[config.mk]
export PLATFORM = sky130hd
export DESIGN_NAME = blocpu_program_loader_flat
export DESIGN_NICKNAME = d
export VERILOG_FILES = /design/src/rtl/blocpu_program_loader_if.sv /design/src/rtl/blocpu_program_loader.sv /design/src/flat_wrapper.sv
export SDC_FILE = /design/constraint.sdc
export NUM_CORES = 1
export LEC_CHECK = 0
export ABC_CLOCK_PERIOD_IN_PS = 5600
export CAP_MARGIN = 20
export CORE_MARGIN = 2
export CORE_UTILIZATION = 55
export DETAILED_ROUTE_END_ITERATION = 10
export DONT_BUFFER_PORTS = 1
export GPL_TIMING_DRIVEN = 0
export PLACE_DENSITY_LB_ADDON = 0.05
export SLEW_MARGIN = 10
export SYNTH_ARGS = -nofsm -noshare
export SYNTH_HDL_FRONTEND = slang
export SYNTH_SLANG_ARGS = --single-unit
export TNS_END_PERCENT = 100
[constraint.sdc]
create_clock -name clk -period 5.6 [get_ports clk]
set_clock_uncertainty 0.05 [all_clocks]
set_input_delay 0.28 -clock clk [delete_from_list [all_inputs] [get_ports clk]]
set_output_delay 0.28 -clock clk [all_outputs]
set_load 0.01 [all_outputs]
[src/rtl/blocpu_program_loader_if.sv]
// rtl/blocpu_program_loader_if.sv - UART byte, reply and core instruction-port bundle for the program loader
interface blocpu_program_loader_if;
    logic        rx_valid;
    logic [7:0]  rx_data;
    logic        tx_busy;
    logic        tx_start;
    logic [7:0]  tx_data;
    logic        core_running_status;
    logic        core_reset;
    logic        core_running;
    logic [11:0] instr;
    logic [15:0] instr_addr;
    logic        instr_write;
    logic        loading;

    modport master (
        input  rx_valid, rx_data, tx_busy, core_running_status,
        output tx_start, tx_data, core_reset, core_running,
               instr, instr_addr, instr_write, loading
    );

    modport slave (
        output rx_valid, rx_data, tx_busy, core_running_status,
        input  tx_start, tx_data, core_reset, core_running,
               instr, instr_addr, instr_write, loading
    );
endinterface

[src/rtl/blocpu_program_loader.sv]
// rtl/blocpu_program_loader.sv - serial command decoder, instruction-memory loader and run control for blocpu_core
module blocpu_program_loader #(
    parameter int TIMEOUT_CYCLES = 1000000
) (
    input  logic                      clk,
    input  logic                      reset,
    blocpu_program_loader_if.master   bus
);

    typedef enum logic [3:0] {
        S_IDLE, S_LEN_HI, S_LEN_LO, S_DATA_HI, S_DATA_LO,
        S_WR_SETUP, S_WR_PULSE, S_WR_HOLD, S_CHECKSUM, S_RESPOND
    } state_t;

    localparam logic [7:0] CMD_LOAD      = 8'hA5;
    localparam logic [7:0] CMD_RUN       = 8'h52;
    localparam logic [7:0] CMD_STOP      = 8'h53;
    localparam logic [7:0] CMD_RESET     = 8'h58;
    localparam logic [7:0] CMD_STATUS    = 8'h3F;
    localparam logic [7:0] REPLY_OK      = 8'h4B;
    localparam logic [7:0] REPLY_UNKNOWN = 8'h45;
    localparam logic [7:0] REPLY_CSUM    = 8'h43;
    localparam logic [7:0] REPLY_TIMEOUT = 8'h54;

    // Counter only has to hold TIMEOUT_CYCLES-1; expiry fires as it would step past it.
    localparam int TW = (TIMEOUT_CYCLES < 2) ? 1 : $clog2(TIMEOUT_CYCLES);
    localparam logic [TW-1:0] TIMEOUT_LAST = TW'(TIMEOUT_CYCLES - 1);

    state_t        state, state_d;
    logic [15:0]   len, len_d;
    logic [15:0]   addr, addr_d;
    logic [15:0]   addr_inc;
    logic [3:0]    hi_nib, hi_nib_d;
    logic [7:0]    csum, csum_d;
    logic [TW-1:0] tmo, tmo_d;
    logic [7:0]    reply, reply_d;
    logic          tx_start, tx_start_d;
    logic [7:0]    tx_data, tx_data_d;
    logic          core_reset, core_reset_d;
    logic          core_running, core_running_d;
    logic          loading, loading_d;
    logic [11:0]   instr, instr_d;
    logic [15:0]   instr_addr, instr_addr_d;
    logic          timed;

    assign addr_inc = addr + 16'd1;
    assign timed = (state == S_LEN_HI) || (state == S_LEN_LO) || (state == S_DATA_HI) ||
                   (state == S_DATA_LO) || (state == S_CHECKSUM);

    always_ff @(posedge clk or posedge reset) begin
        if (reset) begin
            state        <= S_IDLE;
            len          <= '0;
            addr         <= '0;
            hi_nib       <= '0;
            csum         <= '0;
            tmo          <= '0;
            reply        <= '0;
            tx_start     <= 1'b0;
            tx_data      <= '0;
            core_reset   <= 1'b1;
            core_running <= 1'b0;
            loading      <= 1'b0;
            instr        <= '0;
            instr_addr   <= '0;
        end else begin
            state        <= state_d;
            len          <= len_d;
            addr         <= addr_d;
            hi_nib       <= hi_nib_d;
            csum         <= csum_d;
            tmo          <= tmo_d;
            reply        <= reply_d;
            tx_start     <= tx_start_d;
            tx_data      <= tx_data_d;
            core_reset   <= core_reset_d;
            core_running <= core_running_d;
            loading      <= loading_d;
            instr        <= instr_d;
            instr_addr   <= instr_addr_d;
        end
    end

    always_comb begin
        state_d        = state;
        len_d          = len;
        addr_d         = addr;
        hi_nib_d       = hi_nib;
        csum_d         = csum;
        tmo_d          = '0;
        reply_d        = reply;
        tx_start_d     = 1'b0;
        tx_data_d      = tx_data;
        core_reset_d   = core_reset;
        core_running_d = core_running;
        loading_d      = loading;
        instr_d        = instr;
        instr_addr_d   = instr_addr;

        // A byte on the expiry cycle wins: timeout is only taken on a silent cycle.
        if (timed && !bus.rx_valid) begin
            if (tmo == TIMEOUT_LAST) begin
                reply_d   = REPLY_TIMEOUT;
                loading_d = 1'b0;
                state_d   = S_RESPOND;
            end else begin
                tmo_d = tmo + 1'b1;
            end
        end

        case (state)
            S_IDLE: begin
                if (bus.rx_valid) begin
                    state_d = S_RESPOND;
                    reply_d = REPLY_OK;
                    case (bus.rx_data)
                        CMD_LOAD: begin
                            core_reset_d   = 1'b1;
                            core_running_d = 1'b0;
                            loading_d      = 1'b1;
                            csum_d         = '0;
                            state_d        = S_LEN_HI;
                        end
                        CMD_RUN: begin
                            core_reset_d   = 1'b0;
                            core_running_d = 1'b1;
                        end
                        CMD_STOP:   core_running_d = 1'b0;
                        CMD_RESET: begin
                            core_reset_d   = 1'b1;
                            core_running_d = 1'b0;
                        end
                        CMD_STATUS: reply_d = {6'b0, core_reset, bus.core_running_status};
                        default:    reply_d = REPLY_UNKNOWN;
                    endcase
                end
            end
            S_LEN_HI: begin
                if (bus.rx_valid) begin
                    len_d   = {bus.rx_data, len[7:0]};
                    csum_d  = csum + bus.rx_data;
                    state_d = S_LEN_LO;
                end
            end
            S_LEN_LO: begin
                if (bus.rx_valid) begin
                    len_d   = {len[15:8], bus.rx_data};
                    csum_d  = csum + bus.rx_data;
                    addr_d  = '0;
                    state_d = ({len[15:8], bus.rx_data} == 16'd0) ? S_CHECKSUM : S_DATA_HI;
                end
            end
            S_DATA_HI: begin
                if (bus.rx_valid) begin
                    hi_nib_d = bus.rx_data[3:0];
                    csum_d   = csum + bus.rx_data;
                    state_d  = S_DATA_LO;
                end
            end
            S_DATA_LO: begin
                if (bus.rx_valid) begin
                    instr_d      = {hi_nib, bus.rx_data};
                    instr_addr_d = addr;
                    csum_d       = csum + bus.rx_data;
                    state_d      = S_WR_SETUP;
                end
            end
            S_WR_SETUP: state_d = S_WR_PULSE;
            S_WR_PULSE: state_d = S_WR_HOLD;
            S_WR_HOLD: begin
                addr_d  = addr_inc;
                state_d = (addr_inc == len) ? S_CHECKSUM : S_DATA_HI;
            end
            S_CHECKSUM: begin
                if (bus.rx_valid) begin
                    reply_d   = (bus.rx_data == csum) ? REPLY_OK : REPLY_CSUM;
                    loading_d = 1'b0;
                    state_d   = S_RESPOND;
                end
            end
            S_RESPOND: begin
                if (!bus.tx_busy) begin
                    tx_start_d = 1'b1;
                    tx_data_d  = reply;
                    state_d    = S_IDLE;
                end
            end
            default: state_d = S_IDLE;
        endcase
    end

    assign bus.tx_start     = tx_start;
    assign bus.tx_data      = tx_data;
    assign bus.core_reset   = core_reset;
    assign bus.core_running = core_running;
    assign bus.loading      = loading;
    assign bus.instr        = instr;
    assign bus.instr_addr   = instr_addr;
    // Decoded from state so an asynchronous reset cuts the strobe at once.
    assign bus.instr_write  = (state == S_WR_PULSE);

endmodule

[src/flat_wrapper.sv]
// flat-port wrapper written by rule: the top's interface ports become plain ports
module blocpu_program_loader_flat 
#(
    parameter int TIMEOUT_CYCLES = 1000000
)
  (clk, reset, bus_rx_valid, bus_rx_data, bus_tx_busy, bus_core_running_status, bus_tx_start, bus_tx_data, bus_core_reset, bus_core_running, bus_instr, bus_instr_addr, bus_instr_write, bus_loading);
  blocpu_program_loader_if bus_i ();
  input  logic clk;
  input  logic reset;
  input wire logic [$bits(bus_i.rx_valid)-1:0] bus_rx_valid;
  input wire logic [$bits(bus_i.rx_data)-1:0] bus_rx_data;
  input wire logic [$bits(bus_i.tx_busy)-1:0] bus_tx_busy;
  input wire logic [$bits(bus_i.core_running_status)-1:0] bus_core_running_status;
  output wire logic [$bits(bus_i.tx_start)-1:0] bus_tx_start;
  output wire logic [$bits(bus_i.tx_data)-1:0] bus_tx_data;
  output wire logic [$bits(bus_i.core_reset)-1:0] bus_core_reset;
  output wire logic [$bits(bus_i.core_running)-1:0] bus_core_running;
  output wire logic [$bits(bus_i.instr)-1:0] bus_instr;
  output wire logic [$bits(bus_i.instr_addr)-1:0] bus_instr_addr;
  output wire logic [$bits(bus_i.instr_write)-1:0] bus_instr_write;
  output wire logic [$bits(bus_i.loading)-1:0] bus_loading;
  assign bus_i.rx_valid = bus_rx_valid;
  assign bus_i.rx_data = bus_rx_data;
  assign bus_i.tx_busy = bus_tx_busy;
  assign bus_i.core_running_status = bus_core_running_status;
  assign bus_tx_start = bus_i.tx_start;
  assign bus_tx_data = bus_i.tx_data;
  assign bus_core_reset = bus_i.core_reset;
  assign bus_core_running = bus_i.core_running;
  assign bus_instr = bus_i.instr;
  assign bus_instr_addr = bus_i.instr_addr;
  assign bus_instr_write = bus_i.instr_write;
  assign bus_loading = bus_i.loading;
  blocpu_program_loader #(.TIMEOUT_CYCLES(TIMEOUT_CYCLES)) u_core (.clk(clk), .reset(reset), .bus(bus_i));
endmodule
# [Word level (Yosys, flattened, before mapping)]
# Index checks and enable logic that the tools add are counted.
[word_totals] register_bits=116 output_inout_bits=41 word_cells=108
[classes] add_sub_neg=3 eq_ne=21 muxes=41 bitwise_logic=3 reduce_logical=25
[ops] op="8-bit 2-to-1 mux" n=8
[ops] op="16-bit one-hot mux with 2 select lines" n=2
[ops] op="4-bit 2-to-1 mux" n=13
[ops] op="20-bit 2-to-1 mux" n=2
[ops] op="4-bit one-hot mux with 10 select lines" n=1
[ops] op="16-bit 2-to-1 mux" n=2
[ops] op="8-bit one-hot mux with 2 select lines" n=2
[ops] op="8-bit by 7-bit equality test with 1-bit output, second input constant" n=3
[ops] op="20-bit by 1-bit adder with 20-bit output, second input constant" n=1
[ops] op="20-bit equality test, second input constant" n=1
[ops] op="16-bit by 1-bit adder with 16-bit output, second input constant" n=1
[ops] op="16-bit equality test" n=1
[ops] op="4-bit by 3-bit equality test with 1-bit output, second input constant" n=4
[ops] op="16-bit logical NOT" n=1
[ops] op="7-bit one-hot mux with 2 select lines" n=1
[ops] op="3-bit AND reduction" n=4
[ops] op="8-bit adder" n=1
[ops] op="4-bit by 2-bit equality test with 1-bit output, second input constant" n=2
[ops] op="4-bit equality test, second input constant" n=2
[ops] op="8-bit by 6-bit equality test with 1-bit output, second input constant" n=1
[ops] op="8-bit equality test" n=1
[ops] op="8-bit equality test, second input constant" n=1
[ops] op="2-bit AND reduction" n=4
[ops] op="2-bit nonzero test" n=4
[ops] op="14 further kinds" n=30

# [Logic depth before layout (Yosys ltp)]
[logic_depth] depth_word=10 depth_mapped=8

# [Least setup slack after synthesis]
# No wires, ideal clock.
[synth_timing] path_kind="register to register" from="register u_core.addr[0]" to="register u_core.state[0]" setup_ns=0.134 t_arrival_ns=1.965 setup_slack_ns=3.451 path_stages_with_launch=8 n_path_buf=0 path_cell_list="dfrtp_1 ha_1 and2_1 nor3b_2 and4_1 xnor2_1 nor4_2 o211ai_1"
[synth_via] elab_chain_len=4
[synth_rtl] item="from (decl)" line_no="blocpu_program_loader.sv:31" source="logic [15:0] addr, addr_d;"
[synth_rtl] item="from (signal assigned)" line_no="blocpu_program_loader.sv:69" source="addr <= addr_d;"
[synth_rtl] item="16-bit by 1-bit adder with 16-bit output" line_no="blocpu_program_loader.sv:46" source="assign addr_inc = addr + 16'd1;"
[synth_rtl] item="16-bit equality test" line_no="blocpu_program_loader.sv:172" source="state_d = (addr_inc == len) ? S_CHECKSUM : S_DATA_HI;"
[synth_rtl] item="4-bit 2-to-1 mux" line_no="blocpu_program_loader.sv:172"
[synth_rtl] item="4-bit one-hot mux with 10 select lines" line_no="blocpu_program_loader.sv:111" source="case (state)"
[synth_rtl] item="via u_core.state_d[0]" line_no="blocpu_program_loader.sv:29" source="state_t state, state_d;"
[synth_rtl] item="to (signal assigned)" line_no="blocpu_program_loader.sv:67" source="state <= state_d;"
[synth_rtl] item="to (decl)" line_no="blocpu_program_loader.sv:29"
# The timed path passes the listed nets, and every way through them passes these cells.
# A chain may end at the register's enable or synchronous reset.

# [Final worst setup path]
[layout_timing] from="register u_core.addr[0]" to="register u_core.state[1]"
# Same word-level chain as after synthesis.

==> results.toml <==
[pwr]
power_density_nw_per_um2 = 531
switching_power_mw = 1.30
cellLeakagePower_nw = 3.01
pwr-share-comb_pct = 31.0
p_sw_share_pct = 36.0
intPower_mw = 2.31
p_seq_share_pct = 39.6
vdd_drop_max_mv = 0.249
clkPwrFrac_pct = 29.4

[finish]
final_cell_mix = "dfrtp_1 (115), nand2_1 (55), nor2_1 (47), mux2_2 (45)"
stdcell_count = 743
final_cell_area_sq_um = 6810
syn2layout_area_growth_pct = 15.0
fin_nets = 617
mostFrequentLayoutCell = "dfrtp_1"
drive_gt1_share_pct = 16.6
n_antenna_cell = 0

[routing]
wire_per_inst_um = 17.6
vias = 4388
postRouteAntennaNets = 0
wl_um = 13100
via_per_inst = 5.91
dr.pass1.iters = 5
drt_iter0_drc = 264
drcViolationCount = 0

[global_route]
first_global_vias = 4426
grt_first_pass_wirelength_um = 22100
grt_overflow = 0
antenna_found_initial = 0
grt_usage_pct = 24.6
grt_max_degree = 82

[placed_design]
gp_congestion = 0.878
place_ws_ns = 2.93
io_buffers = 0
dp_cells = 701
dpl.hpwl_um = 8800
dpl_cell_area_sq_um = 6130

[clock_network]
cts_tree = "yes"
post_cts_resized = 0
htree_levels = 4
clockRootBuffer = "clkbuf_8"
max-clock-path-buffers = 2
clk_latency_ns = 0.52
cts.clk_slew.worst_paths_ns = 0.06
cts_sinks = 116
cts_made_buffers = 17

[status]
status = "finished, final reports clean"

[sta]
relSlewSlack_pct = 52.6
max_freq_ghz = 0.365
rsz0062_at_grt = "no"
tns_ns = 0
fin_crit_ns = 2.74
final.period_utilization_pct = 49.0
slew_viol_final = 0
final_hold_viol_count = 0
setup_slack_ns = 2.86
worst-slew-pin-transition_ns = 0.704
setup_violations = 0

[floorplan]
core_sq_um = 10400
die_w_um = 108
die_height_um = 108
core.rowCount = 37
ios = 54
die_area_sq_um = 11600
start_util_pct = 57.1

[synth]
mappedNetlistArea_sq_um = 5920
synth_ff_type = "dfrtp_1"
synth-seq-cells = 116
post_synth.cell_area_avg_sq_um = 10.5
synthesis.nets = 587
synthCells = 564
yosysWarnings = 0
synth_cell_types = 72
synthArstFlopShare_pct = 100
synth_edf_count = 0
ys_seq_area_share_pct = 49.0

[worst_setup_path]
cp.required_ns = 5.93
crit_path_end_kind = "register"
arrival_ns = 3.07
critPathKind = "reg2reg"
start_kind = "register"
path_max_fanout = 9

[run]
cap_violations = 0

[worst_hold_path]
hold_class = "in2reg"
-- repair_timing --
| action | 4_1_cts | 5_1_grt |
|---|---|---|
| endpoints found under the hold margin | 146 | 0 |
| setup endpoints to repair | 0 | 0 |
| hold buffers | 10 | 0 |
| setup buffers | 0 | 0 |
-- cells by family after synthesis --
logic type,Yosys count,share of synthesized area [%]
adders and majority gates,10,2.24
and+or+nand+nor,208,18.9
buffers and inverters,34,2.47
muxes,45,8.55
xor gates and xnor gates,47,7.20
AOI/OAI and AO/OA,104,11.6
DFF,116,49.0
-- power groups by stage --
stage / combinational [mW] / sequential [mW] / clock, mW
finish: 1.12 / 1.43 / 1.06
global route: 1.27 / 1.47 / 1.13
CTS: 1.12 / 1.43 / 1.09
detailed placement: 1.10 / 1.44 / 0
global placement: 1.07 / 1.43 / 0
floorplan: 0.920 / 1.36 / 0
-- per-stage QoR --
stage	util, %	hold slack, ns	power (mW)
floorplan	-	0.380	2.28
finish	65.7	0.0318	3.62
CTS	65.7	0.00917	3.64
global placement	58.8	0.382	2.50
global route	65.7	0.0242	3.87
detailed placement	59.1	0.0980	2.55
-- critical path, cell delays in order (launching register included) --
cell and delay, ns:
dfrtp_1 0.50, ha_1 0.37, and2_1 0.21, nor3b_2 0.41, and4_1 0.34, xnor2_1 0.10, nor4_2 0.48, o211ai_1 0.14
-- layout make-up --
cell class,count,area (sq um)
fill,833,3560
buffer,26,116
inverter,8,35.0
clock inverter,15,170
timing repair buffer,11,128
multi-input combinational,414,2870
tap,136,170
clock buffer,17,414
sequential,116,2900
-- sequential cells by signal (all words and copies together) (netlist names), 8 cells and up --
signal,count
u_core.addr,16
u_core.bus.instr,12
u_core.bus.instr_addr,16
u_core.bus.tx_data,8
u_core.csum,8
u_core.len,16
u_core.reply,8
u_core.tmo,20
-- routing by layer --
layer  vias up  wire length [um]  global-route usage, %
li1       2100                 -                      -
met4         0               104                   8.06
met5         -                 0                      0
met1      2162              6080                   33.8
met3         9               643                   6.05
met2       117              6270                   38.5
-- path summary, 6_finish.rpt --
path,startpoint,endpoint,slack [ns],depth (start not counted)
worst max register to register,u_core.addr[0],u_core.state[1],2.86,7
min in group asynchronous,reset,u_core.bus.instr_addr[10],0.19,2
max in group asynchronous,reset,u_core.bus.core_reset,4.59,3
worst min register to register,u_core.reply[7],u_core.bus.tx_data[7],0.41,2
worst max-delay path,u_core.addr[0],u_core.state[1],2.86,7
worst min-delay path,bus_rx_data[1],u_core.bus.core_running,0.03,4
-- synth_stat cells (all sizes together) (2+ instances only) --
cell type	instances	area, sq um
a211oi	3	22.5
a21o	5	37.5
a21oi	17	85.1
a22o	9	78.8
a22oi	2	15.0
a31o	2	17.5
a31oi	3	18.8
a41oi	2	17.5
and2	8	50.1
and3	14	87.6
and4	7	61.3
buf	10	55.1
clkbuf	16	61.3
dfrtp	115	2880
ha	9	113
inv	7	26.3
mux2	45	507
nand2	56	218
nand2b	8	50.1
nand3	20	100
nand3b	2	15.0
nand4	11	83.8
nand4b	4	50.1
nor2	47	176
nor3	10	55.1
nor3b	3	32.5
nor4	6	43.8
nor4b	3	26.3
o211ai	3	22.5
o21ai	35	179
o2bb2ai	2	17.5
o31a	2	17.5
o31ai	5	37.5
o41ai	2	17.5
or2	2	12.5
or3	2	17.5
or4	4	33.8
xnor2	29	254
xor2	17	149
Power figures use the tool's default switching activity.
